<file path="src/rtl/regwrite_arbiter.sv">
// rtl/regwrite_arbiter.sv - two-source register-bank writeback arbiter with 2-deep queues
//
// Merges ALU and load (Mem) writeback requests into one registered
// register-bank write port. Each source has a 2-entry FIFO of {AW, Data};
// heads are arbitrated round-robin on a tie (ALU wins the first tie after
// reset). Writes to register 0 are consumed but leave RegWrite low.
//
// Build option: define REGWRITE_MEM_PRIORITY_EN to give a non-empty Mem
// FIFO fixed priority over ALU instead of round-robin.
//
// Ports:
//   clk, rst_n                   rising-edge clock, async active-low reset
//   AluValid/AluAW/AluData       ALU writeback request
//   AluReady                     ALU FIFO not full
//   MemValid/MemAW/MemData       load writeback request
//   MemReady                     Mem FIFO not full
//   RegWrite/AW/WriteData        registered register-bank write port
//   Busy                         any entry queued or a write in flight

module regwrite_arbiter #(
  parameter int DATA_W = 32,
  parameter int ADDR_W = 5
) (
  input  logic              clk,
  input  logic              rst_n,
  input  logic              AluValid,
  input  logic [ADDR_W-1:0] AluAW,
  input  logic [DATA_W-1:0] AluData,
  output logic              AluReady,
  input  logic              MemValid,
  input  logic [ADDR_W-1:0] MemAW,
  input  logic [DATA_W-1:0] MemData,
  output logic              MemReady,
  output logic              RegWrite,
  output logic [ADDR_W-1:0] AW,
  output logic [DATA_W-1:0] WriteData,
  output logic              Busy
);

  localparam int EW = ADDR_W + DATA_W;

  // FIFO storage and bookkeeping, one set per source
  logic [EW-1:0] alu_fifo_q [2];
  logic [EW-1:0] mem_fifo_q [2];
  logic          alu_wp_q, alu_rp_q;
  logic          mem_wp_q, mem_rp_q;
  logic [1:0]    alu_cnt_q, alu_cnt_d;
  logic [1:0]    mem_cnt_q, mem_cnt_d;

`ifndef REGWRITE_MEM_PRIORITY_EN
  // 1 when ALU was granted most recently, 0 when Mem was
  logic          last_alu_q;
`endif

  logic              reg_write_q, reg_write_d;
  logic [ADDR_W-1:0] aw_q, aw_d;
  logic [DATA_W-1:0] wd_q, wd_d;

  logic          alu_push, mem_push;
  logic          alu_ne, mem_ne;
  logic          grant_alu, grant_mem;
  logic [EW-1:0] alu_head, mem_head, sel_head;

  // Ready depends only on registered counts: a full FIFO refuses a push
  // even if its head is being popped at the same edge.
  assign AluReady = (alu_cnt_q != 2'd2);
  assign MemReady = (mem_cnt_q != 2'd2);
  assign alu_push = AluValid & AluReady;
  assign mem_push = MemValid & MemReady;
  assign alu_ne   = (alu_cnt_q != 2'd0);
  assign mem_ne   = (mem_cnt_q != 2'd0);
  assign alu_head = alu_fifo_q[alu_rp_q];
  assign mem_head = mem_fifo_q[mem_rp_q];

  always_comb begin
    grant_alu = 1'b0;
    grant_mem = 1'b0;
`ifdef REGWRITE_MEM_PRIORITY_EN
    if (mem_ne)      grant_mem = 1'b1;
    else if (alu_ne) grant_alu = 1'b1;
`else
    if (alu_ne && mem_ne) begin
      if (last_alu_q) grant_mem = 1'b1;
      else            grant_alu = 1'b1;
    end else if (alu_ne) begin
      grant_alu = 1'b1;
    end else if (mem_ne) begin
      grant_mem = 1'b1;
    end
`endif
  end

  assign sel_head = grant_alu ? alu_head : mem_head;

  always_comb begin
    alu_cnt_d   = alu_cnt_q + {1'b0, alu_push} - {1'b0, grant_alu};
    mem_cnt_d   = mem_cnt_q + {1'b0, mem_push} - {1'b0, grant_mem};
    reg_write_d = 1'b0;
    aw_d        = aw_q;
    wd_d        = wd_q;
    if (grant_alu || grant_mem) begin
      aw_d        = sel_head[EW-1:DATA_W];
      wd_d        = sel_head[DATA_W-1:0];
      // register 0 is popped like any other write but never written
      reg_write_d = (sel_head[EW-1:DATA_W] != '0);
    end
  end

  // Entry storage needs no reset: counts gate every read of it.
  always_ff @(posedge clk) begin
    if (alu_push) alu_fifo_q[alu_wp_q] <= {AluAW, AluData};
    if (mem_push) mem_fifo_q[mem_wp_q] <= {MemAW, MemData};
  end

  always_ff @(posedge clk or negedge rst_n) begin
    if (!rst_n) begin
      alu_cnt_q   <= 2'd0;
      mem_cnt_q   <= 2'd0;
      alu_wp_q    <= 1'b0;
      alu_rp_q    <= 1'b0;
      mem_wp_q    <= 1'b0;
      mem_rp_q    <= 1'b0;
`ifndef REGWRITE_MEM_PRIORITY_EN
      last_alu_q  <= 1'b0;
`endif
      reg_write_q <= 1'b0;
      aw_q        <= '0;
      wd_q        <= '0;
    end else begin
      alu_cnt_q   <= alu_cnt_d;
      mem_cnt_q   <= mem_cnt_d;
      if (alu_push)  alu_wp_q <= ~alu_wp_q;
      if (grant_alu) alu_rp_q <= ~alu_rp_q;
      if (mem_push)  mem_wp_q <= ~mem_wp_q;
      if (grant_mem) mem_rp_q <= ~mem_rp_q;
`ifndef REGWRITE_MEM_PRIORITY_EN
      if (grant_alu || grant_mem) last_alu_q <= grant_alu;
`endif
      reg_write_q <= reg_write_d;
      aw_q        <= aw_d;
      wd_q        <= wd_d;
    end
  end

  assign RegWrite  = reg_write_q;
  assign AW        = aw_q;
  assign WriteData = wd_q;
  assign Busy      = alu_ne | mem_ne | reg_write_q;

endmodule

</file>
<file path="config.mk">
export PLATFORM = sky130hd
export DESIGN_NAME = regwrite_arbiter
export DESIGN_NICKNAME = d
export VERILOG_FILES = /design/src/rtl/regwrite_arbiter.sv
export SDC_FILE = /design/constraint.sdc
export NUM_CORES = 1
export LEC_CHECK = 0
export CAP_MARGIN = 30
export CORE_ASPECT_RATIO = 1.4
export CORE_MARGIN = 8
export CORE_UTILIZATION = 58
export CTS_CLUSTER_DIAMETER = 120
export DETAILED_ROUTE_END_ITERATION = 10
export PLACE_DENSITY = 0.85
export SYNTH_ARGS = -nofsm -noshare
export SYNTH_HDL_FRONTEND = slang
export SYNTH_SLANG_ARGS = --single-unit
</file>
<file path="constraint.sdc">
create_clock -name clk -period 6.6 [get_ports clk]
set_clock_uncertainty 0.1 [all_clocks]
set_input_delay 1.98 -clock clk [delete_from_list [all_inputs] [get_ports clk]]
set_output_delay 1.98 -clock clk [all_outputs]
set_load 0.005 [all_outputs]
</file>
==> reports/metrics.yaml, run 1 <==
worst_setup_path:
  crit_fanout: 6
  crit_type: "flip-flop to primary output"
  slowest_stage: "clkdlybuf4s50_1"
  crit_family: "simple AND/OR/NAND/NOR gates"
  reg2reg_slack_ns: 4.18
  end_kind: "primary output"
  start_kind: "flip-flop"
  worst-path-buf-inv: 1
  critPathRequiredTime_ns: 4.52
  cp_cell_sequence: "or2_4, or3_1, clkdlybuf4s50_1"
  r2r_end: "mem_cnt_q[1]"
  crit_start: "mem_cnt_q[1]"
  r2r_start: "last_alu_q"
  ff2ff_path_depth: 7
  cp_data_arrival_time_ns: 2.03
  worst_path_largest_cell_delay_ns: 0.47
grt:
  antenna_found_initial: 0
  grt_pass1_vias: 5124
  grt_use_total_pct: 20.8
  grt_start_max_net_pins: 77
  overflow: 0
  grt_pass1_wl_mm: 27.4
floorplanning:
  die_h_um: 152
  design.die.area_um2: 17300
  num_rows: 50
  start_util_pct: 58.4
  io_pins: 119
  die_w_um: 113
  core_area_um2: 13200
clocking:
  clk_latency_ns: 0.42
  cts_root_buf: "clkbuf_16"
  post_cts_buffers: 0
  clk_pin_slew_ns: 0.07
  cts_resized: 0
  cts.sinks: 195
  clockBufferDepth: 2
  cts_tree: "yes"
  ctsHoldBuffers: 0
  htree_levels: 4
  numCtsBuffers: 17
placed_design:
  place_congestion: 0.773
  io_buffers: 118
  hpwl_mm: 11.1
timing:
  setup-tns-final_ns: 0
  max_freq_mhz: 243
  slew_viol_final: 0
  relSlewSlack_pct: 33.8
  finalCriticalPeriod_ns: 4.11
  rsz0062_at_grt: "no"
  tightestPinTransition_ns: 0.992
  report.final.setup_viol: 0
  hold_viol_final: 0
  period_share_pct: 62.2
hold_path:
  holdPathEnd: "mem_wp_q"
  hp-class: "flip-flop to flip-flop"
  min_path_cells: 1
  hold_start: "mem_wp_q"
routing:
  firstDrtPassIters: 5
  met3WireLength_mm: 1.16
  met1_length_mm: 6.82
  vias: 4705
  antenna_left: 0
  highest_layer: "met4"
  wl_met2_mm: 9.03
  drtIter0Drc: 325
  via_per_inst: 5.87
  drc_errors: 0
  avgRoutedWirePerCell_um: 21.7
  drt_wl_total_mm: 17.4
cells_and_area:
  nets: 688
  area_growth_pct: 26.7
  layout_common_cells: "148 x edfxtp_1, 117 x clkdlybuf4s50_1, 44 x dfrtp_1"
  n_antenna_cell: 0
  final_common_cell: "edfxtp_1"
  fillers: 770
  drive_gt1_share_pct: 17.4
  fin_util_pct: 74.0
power:
  total_leakage_power_nw: 3.52
  power-per-cell-area_nw_per_um2: 500
  peakVddDrop_uv: 305
yosys:
  synth_fp_nets: 574
  ys_seq_area_share_pct: 72.9
  yosysTopAreaCellShare_pct: 57.6
  syn_area_per_cell_um2: 15.7
  yosysWarnings: 0
  syn_area_um2: 7710
  ys_async_sr_fraction_pct: 24.1
  ys.flop_type: "edfxtp_1"
  synthTopCellsByArea: "edfxtp_1 58%, dfrtp_1 15%, mux2_2 4.8%, mux2i_1 4.8%, o22ai_1 2.8%"
  yosys.area.top_type: "edfxtp_1"
  synth_edf_count: 148
  synthCells: 492
  ys_types: 38
  ys_ff_latch: 195
run_status:
  status: "completed"
run:
  cap_violations: 0
## final cells by class
class	instances	area, µm²	share of cell area [%]
clock buffer	18	439	4.50
timing repair buffer	125	1330	13.6
inverter	3	11.3	0.115
clock inverter	14	226	2.32
tap	182	228	2.33
multi-input combinational	264	1910	19.6
sequential	195	5620	57.6
## worst reg2reg max path, delay by kind of cell (launching register included)
kind                       cells  cell delay [ns]
DFF                            1             0.73
AOI/OAI and AO/OA              1             0.60
adders and majority gates      2             0.48
xor gates and xnor gates       2             0.30
buffers and inverters          2             0.14
## routing by layer
layer / global-route usage (%) / up-vias
met5: 0 / -
met4: 6.94 / 0
met3: 5.79 / 33
met2: 35.6 / 238
met1: 24.6 / 2330
li1: - / 2104
## cell usage after synthesis (2+ instances only)
cell and number:
edfxtp_1 148, dfrtp_1 47, mux2i_1 37, a21oi_1 36
o22ai_1 34, mux2_2 33, o21ai_1 25, nand2_2 23
nand2_1 16, o21ai_0 15, buf_2 14, clkbuf_1 7
nor2_1 7, xnor2_1 7, buf_6 5, ha_1 4
a211oi_1 3, a221oi_1 3, inv_1 3, nor2b_1 3
and3_1 2, buf_12 2, nand2b_1 2, nor3_1 2
## state kept, by name, indices dropped and copies added (netlist names), 2 cells and up
register / count
WriteData: 32
alu_fifo_q: 74
mem_cnt_q: 2
alu_cnt_q: 2
mem_fifo_q: 74
AW: 5
## cell families (layout without fill, tap and decap cells)
logic type               after synthesis  in the layout  share of synthesized area (%)
AO/OA/AOI/OAI                        121            121                           8.91
AND/OR/NAND/NOR                       61             61                           4.25
buffers and inverters                 33            160                           2.76
adder cells (fa/ha/maj)                4              4                          0.649
multiplexers                          70             70                           9.62
flip-flops                           195            195                           72.9
XOR/XNOR                               8              8                          0.909
## where the power goes
group          switching (mW)  internal, mW  leakage, nW
Sequential              0.243          1.74         1.91
Clock                   0.456         0.690        0.323
Combinational           0.930         0.826         1.29
Total                    1.63          3.25         3.52
## worst max path at each step
stage,end,depth (start not counted)
final,Busy,3
after CTS,Busy,3
after floorplan,mem_fifo_q[0][0],2
after global placement,mem_fifo_q[0][20],3
after global routing,Busy,3
after detailed placement,mem_fifo_q[1][21],2
## per-stage QoR
stage / power, mW / setup WS (ns) / instances / hold slack, ns / cell area (µm²)
final: 4.88 / 2.49 / 801 / 0.458 / 9770
after global routing: 5.13 / 2.43 / 801 / 0.476 / 9770
after CTS: 4.89 / 2.49 / 800 / 0.453 / 9750
after detailed placement: 3.72 / 2.76 / 768 / 0.442 / 9080
after global placement: 3.56 / 2.63 / 763 / 0.396 / 8960
after floorplan: 3.05 / 2.43 / 492 / 0.361 / 7710
Note: power is estimated with default switching activity, not from simulation.
==> run 2: changes to the inputs <==
--- a/config.mk
+++ b/config.mk
@@ -8,10 +8,10 @@
 export CAP_MARGIN = 30
 export CORE_ASPECT_RATIO = 1.4
 export CORE_MARGIN = 8
-export CORE_UTILIZATION = 58
+export CORE_UTILIZATION = 54
 export CTS_CLUSTER_DIAMETER = 120
 export DETAILED_ROUTE_END_ITERATION = 10
-export PLACE_DENSITY = 0.85
+export PLACE_DENSITY = 0.8
 export SYNTH_ARGS = -nofsm -noshare
 export SYNTH_HDL_FRONTEND = slang
 export SYNTH_SLANG_ARGS = --single-unit
==> constraint.sdc (replaced) <==
create_clock -name clk -period 3.9 [get_ports clk]
set_clock_uncertainty 0.1 [all_clocks]
set_input_delay 1.17 -clock clk [delete_from_list [all_inputs] [get_ports clk]]
set_output_delay 1.17 -clock clk [all_outputs]
set_load 0.005 [all_outputs]
==> reports/metrics.yaml, run 2 (synthesis gave the netlist of run 1 again) <==
timing:
  fin_ws_ns: 0.602
  hold_viol_final: 0
  holdWs_ns: 0.441
  report.final.setup_viol: 0
  period_share_pct: 84.6
  tightestPinTransition_ns: 0.996
  rsz0062_at_grt: "no"
  relSlewSlack_pct: 33.4
  finalCriticalPeriod_ns: 3.30
  slew_viol_final: 0
  max_freq_mhz: 303
  setup-tns-final_ns: 0
worst_setup_path:
  end_kind: "primary output"
  cp_data_arrival_time_ns: 2.03
  ff2ff_path_depth: 6
  r2r_start: "last_alu_q"
  r2r_end: "alu_cnt_q[1]"
  reg2reg_slack_ns: 1.64
  crit_type: "flip-flop to primary output"
  critPathRequiredTime_ns: 2.63
  start_kind: "flip-flop"
  crit_fanout: 6
grt:
  overflow: 0
  antenna_found_initial: 0
  grt_start_max_net_pins: 77
  grt_pass1_vias: 5064
  grt_pass1_wl_mm: 26.9
  grt_use_total_pct: 19.7
cells_and_area:
  area_growth_pct: 26.0
  final_common_cell: "edfxtp_1"
  n_antenna_cell: 0
  fillers: 990
  nets: 692
  layout_common_cells: "148 x edfxtp_1, 117 x clkdlybuf4s50_1, 44 x dfrtp_1"
  drive_gt1_share_pct: 18.0
  regArea_um2: 5620
  fin_cells: 808
  multiInputGateArea_um2: 1910
floorplanning:
  num_rows: 51
  start_util_pct: 55.4
  core_area_um2: 13900
  io_pins: 119
  die_w_um: 117
  design.die.area_um2: 18400
  die_h_um: 157
hold_path:
  holdPathEnd: "alu_cnt_q[1]"
  min_path_cells: 1
  hold_start: "alu_cnt_q[1]"
  hp-class: "flip-flop to flip-flop"
clocking:
  cts_tree: "yes"
  ctsHoldBuffers: 0
  clk_pin_slew_ns: 0.07
  clk_latency_ns: 0.43
  cts_resized: 0
  numCtsBuffers: 17
  post_cts_buffers: 0
  htree_levels: 4
  cts_root_buf: "clkbuf_16"
  cts.sinks: 195
  clockBufferDepth: 2
routing:
  firstDrtPassIters: 5
  via_per_inst: 5.82
  drc_errors: 0
  avgRoutedWirePerCell_um: 21.8
  vias: 4706
  drtIter0Drc: 310
  drt_wl_total_mm: 17.6
  antenna_left: 0
power:
  p_total_mw: 8.09
  power-per-cell-area_nw_per_um2: 833
  peakVddDrop_uv: 507
  total_leakage_power_nw: 3.49
run_status:
  status: "completed"
placed_design:
  post-place-ws_ns: 0.841
  place_congestion: 0.781
  io_buffers: 118
  hpwl_mm: 11.0
  dp.cells: 774
run:
  cap_violations: 0
## run 2: cell count changes in the layout (fill, tap and decap cells not counted), sizes merged
| cell | change |
|---|---|
| clkinv | -5 |
| buf | +4 |
| clkinvlp | +4 |
| inv | +4 |
| bufinv | -2 |
| clkbuf | -1 |
## run 2: worst max path at each step
stage	to	slack, ns	start	cells after the start
after detailed placement	mem_fifo_q[0][14]	0.84	MemValid	4
after CTS	Busy	0.59	mem_cnt_q[1]	3
after global routing	Busy	0.56	mem_cnt_q[1]	3
after global placement	mem_fifo_q[0][10]	0.93	MemValid	4
after floorplan	mem_fifo_q[0][0]	0.54	MemValid	2
final	Busy	0.60	mem_cnt_q[1]	3
## run 2: area by class of cell
class / count / area share [%]
flip-flops and latches: 195 / 57.9
repair buffers: 129 / 13.6
inverters: 3 / 0.116
multi-input cells: 264 / 19.7
well taps: 185 / 2.38
clock inverters: 15 / 1.94
clock buffers: 17 / 4.38
## run 2: critical path: stages, from the launching register on
cell and delay, ns:
dfrtp_1 0.44, or2_4 0.32, or3_1 0.38, clkdlybuf4s50_1 0.46
## run 2: routing by layer
metal | vias up | track usage, % | part of all wire (%)
li1 | 2121 | - | -
met1 | 2363 | 22.2 | 38
met2 | 183 | 34.0 | 54
met3 | 39 | 4.29 | 5.7
met4 | 0 | 10.4 | 2.9
met5 | - | 0 | 0
## run 2: stage by stage
step | instance area (µm²) | util, %
after floorplan | 7710 | -
after global placement | 9040 | 65.0
after detailed placement | 9060 | 65.1
after CTS | 9670 | 69.5
after global routing | 9710 | 69.8
final | 9710 | 69.8
## run 2: power by group
group	internal (mW)	switching [mW]
sequential	2.94	0.401
combinational	1.37	1.58
clock	1.02	0.782
total	5.33	2.76
==> run 3: changes to the inputs <==
--- a/config.mk
+++ b/config.mk
@@ -8,10 +8,10 @@
 export CAP_MARGIN = 30
 export CORE_ASPECT_RATIO = 1.4
 export CORE_MARGIN = 8
-export CORE_UTILIZATION = 54
+export CORE_UTILIZATION = 48
 export CTS_CLUSTER_DIAMETER = 120
 export DETAILED_ROUTE_END_ITERATION = 10
-export PLACE_DENSITY = 0.8
+export PLACE_DENSITY = 0.75
 export SYNTH_ARGS = -nofsm -noshare
 export SYNTH_HDL_FRONTEND = slang
 export SYNTH_SLANG_ARGS = --single-unit
==> constraint.sdc (replaced) <==
create_clock -name clk -period 2.7 [get_ports clk]
set_clock_uncertainty 0.1 [all_clocks]
set_input_delay 0.81 -clock clk [delete_from_list [all_inputs] [get_ports clk]]
set_output_delay 0.81 -clock clk [all_outputs]
set_load 0.005 [all_outputs]
==> reports/metrics.yaml, run 3 (synthesis gave the netlist of run 1 again) <==
floorplanning:
  die_h_um: 166
  die_w_um: 123
  core_area_um2: 16000
  design.die.area_um2: 20400
  start_util_pct: 48.3
  num_rows: 55
  io_pins: 119
placed_design:
  hpwl_mm: 11.4
  dp.cells: 795
  post-place-ws_ns: 0.213
  place_congestion: 0.758
  io_buffers: 118
routing:
  drc_errors: 0
  avgRoutedWirePerCell_um: 20.6
  drtIter0Drc: 363
  via_per_inst: 5.53
  firstDrtPassIters: 5
  vias: 4605
  drt_wl_total_mm: 17.2
  antenna_left: 0
worst_setup_path:
  start_kind: "flip-flop"
  critPathRequiredTime_ns: 1.79
  crit_family: "simple AND/OR/NAND/NOR gates"
  cp_data_arrival_time_ns: 1.70
  r2r_end: "alu_cnt_q[1]"
  end_kind: "primary output"
  worst-path-buf-inv: 1
  reg2reg_slack_ns: 0.58
  crit_type: "flip-flop to primary output"
  r2r_start: "mem_cnt_q[0]"
  crit_fanout: 5
  cp_cell_sequence: "or2_4, or3_1, clkdlybuf4s15_1"
  slowest_stage: "dfrtp_2"
  ff2ff_path_depth: 8
  worst_path_largest_cell_delay_ns: 0.41
cells_and_area:
  fin_cells: 833
  area_growth_pct: 26.2
  final_common_cell: "edfxtp_1"
  regArea_um2: 5630
  layout_common_cells: "148 x edfxtp_1, 116 x clkdlybuf4s50_1, 42 x dfrtp_1"
  nets: 701
  multiInputGateArea_um2: 1910
  fillers: 1253
  drive_gt1_share_pct: 19.3
clocking:
  htree_levels: 4
  numCtsBuffers: 17
  cts_tree: "yes"
  clockBufferDepth: 2
  cts_root_buf: "clkbuf_16"
  cts.sinks: 195
  clk_latency_ns: 0.43
  clk_pin_slew_ns: 0.07
timing:
  setup-tns-final_ns: 0
  relSlewSlack_pct: 39.4
  tightestPinTransition_ns: 0.909
  slew_viol_final: 0
  holdWs_ns: 0.0952
  period_share_pct: 96.8
  report.final.setup_viol: 0
  fin_ws_ns: 0.0872
  hold_viol_final: 0
  rsz0062_at_grt: "no"
  max_freq_mhz: 383
  finalCriticalPeriod_ns: 2.61
power:
  peakVddDrop_uv: 544
  power-per-cell-area_nw_per_um2: 1180
  total_leakage_power_nw: 3.49
grt:
  grt_pass1_wl_mm: 26.7
  grt_start_max_net_pins: 77
  grt_use_total_pct: 17.3
  antenna_found_initial: 2
  grt_pass1_vias: 5097
  overflow: 0
hold_path:
  hp-class: "primary input to async pin"
run:
  cap_violations: 0
run_status:
  status: "completed"
==> run 3: cell types whose count changed in the layout (fill, tap and decap cells not counted), moves of 2 or more <==
cell and change:
buf_12 -3, bufinv_16 -2, dfrtp_2 +2, inv_8 +3, buf_4 +12, diode_2 +2
inv_6 -4, dfrtp_1 -2
==> run 3: worst register-to-register path, cell delays in order, from the launching register on <==
cell and delay (ns):
dfrtp_2 0.41, or2_4 0.28, buf_4 0.15, a21oi_2 0.32, ha_1 0.31, inv_1 0.06, ha_1 0.15, xnor2_1 0.13
xnor2_1 0.14
==> run 3: repair_timing <==
item,CTS,global route
setup buffers,2,2
setup endpoints to repair,1,1
pin swaps,0,1
resized for setup,3,1
hold buffers,0,0
==> run 3: area by class of cell <==
type | instances | area share (%)
Antenna cell | 2 | 0.0514
Clock buffer | 18 | 4.41
Clock inverter | 14 | 1.48
Inverter | 3 | 0.116
Multi-Input combinational cell | 264 | 19.7
Sequential cell | 195 | 57.8
Tap cell | 199 | 2.56
Timing Repair Buffer | 138 | 13.9
==> run 3: stage by stage <==
stage                     total power, mW  instance area [µm²]  util [%]
after floorplan                      7.46                 7710         -
after global placement               8.88                 9120      57.1
after detailed placement             9.08                 9120      57.1
after CTS                            11.6                 9710      60.8
after global routing                 12.2                 9730      60.9
final                                11.5                 9730      60.9
==> run 3: how the worst max path moves through the flow <==
stage / slack [ns] / end / cells past startpoint / startpoint
after floorplan: 0.31 / mem_fifo_q[0][0] / 2 / MemValid
after CTS: 0.001 / Busy / 3 / mem_cnt_q[1]
after global routing: 0.03 / Busy / 3 / mem_cnt_q[0]
after global placement: 0.23 / Busy / 3 / mem_cnt_q[1]
final: 0.09 / Busy / 3 / mem_cnt_q[0]
after detailed placement: 0.21 / Busy / 3 / mem_cnt_q[1]
==> run 3: power breakdown <==
group | switching (mW) | internal (mW)
clock network | 1.14 | 1.30
logic | 2.22 | 2.03
registers | 0.593 | 4.24
==> run 3: per-layer routing <==
layer,routed length (µm),part of all wire (%),track usage (%),vias to the layer above
met1,6500,38,19.5,2298
met3,968,5.6,4.46,26
met4,339,2.0,7.36,0
li1,-,-,-,2131
met5,0,0,0,-
met2,9370,55,30.1,150
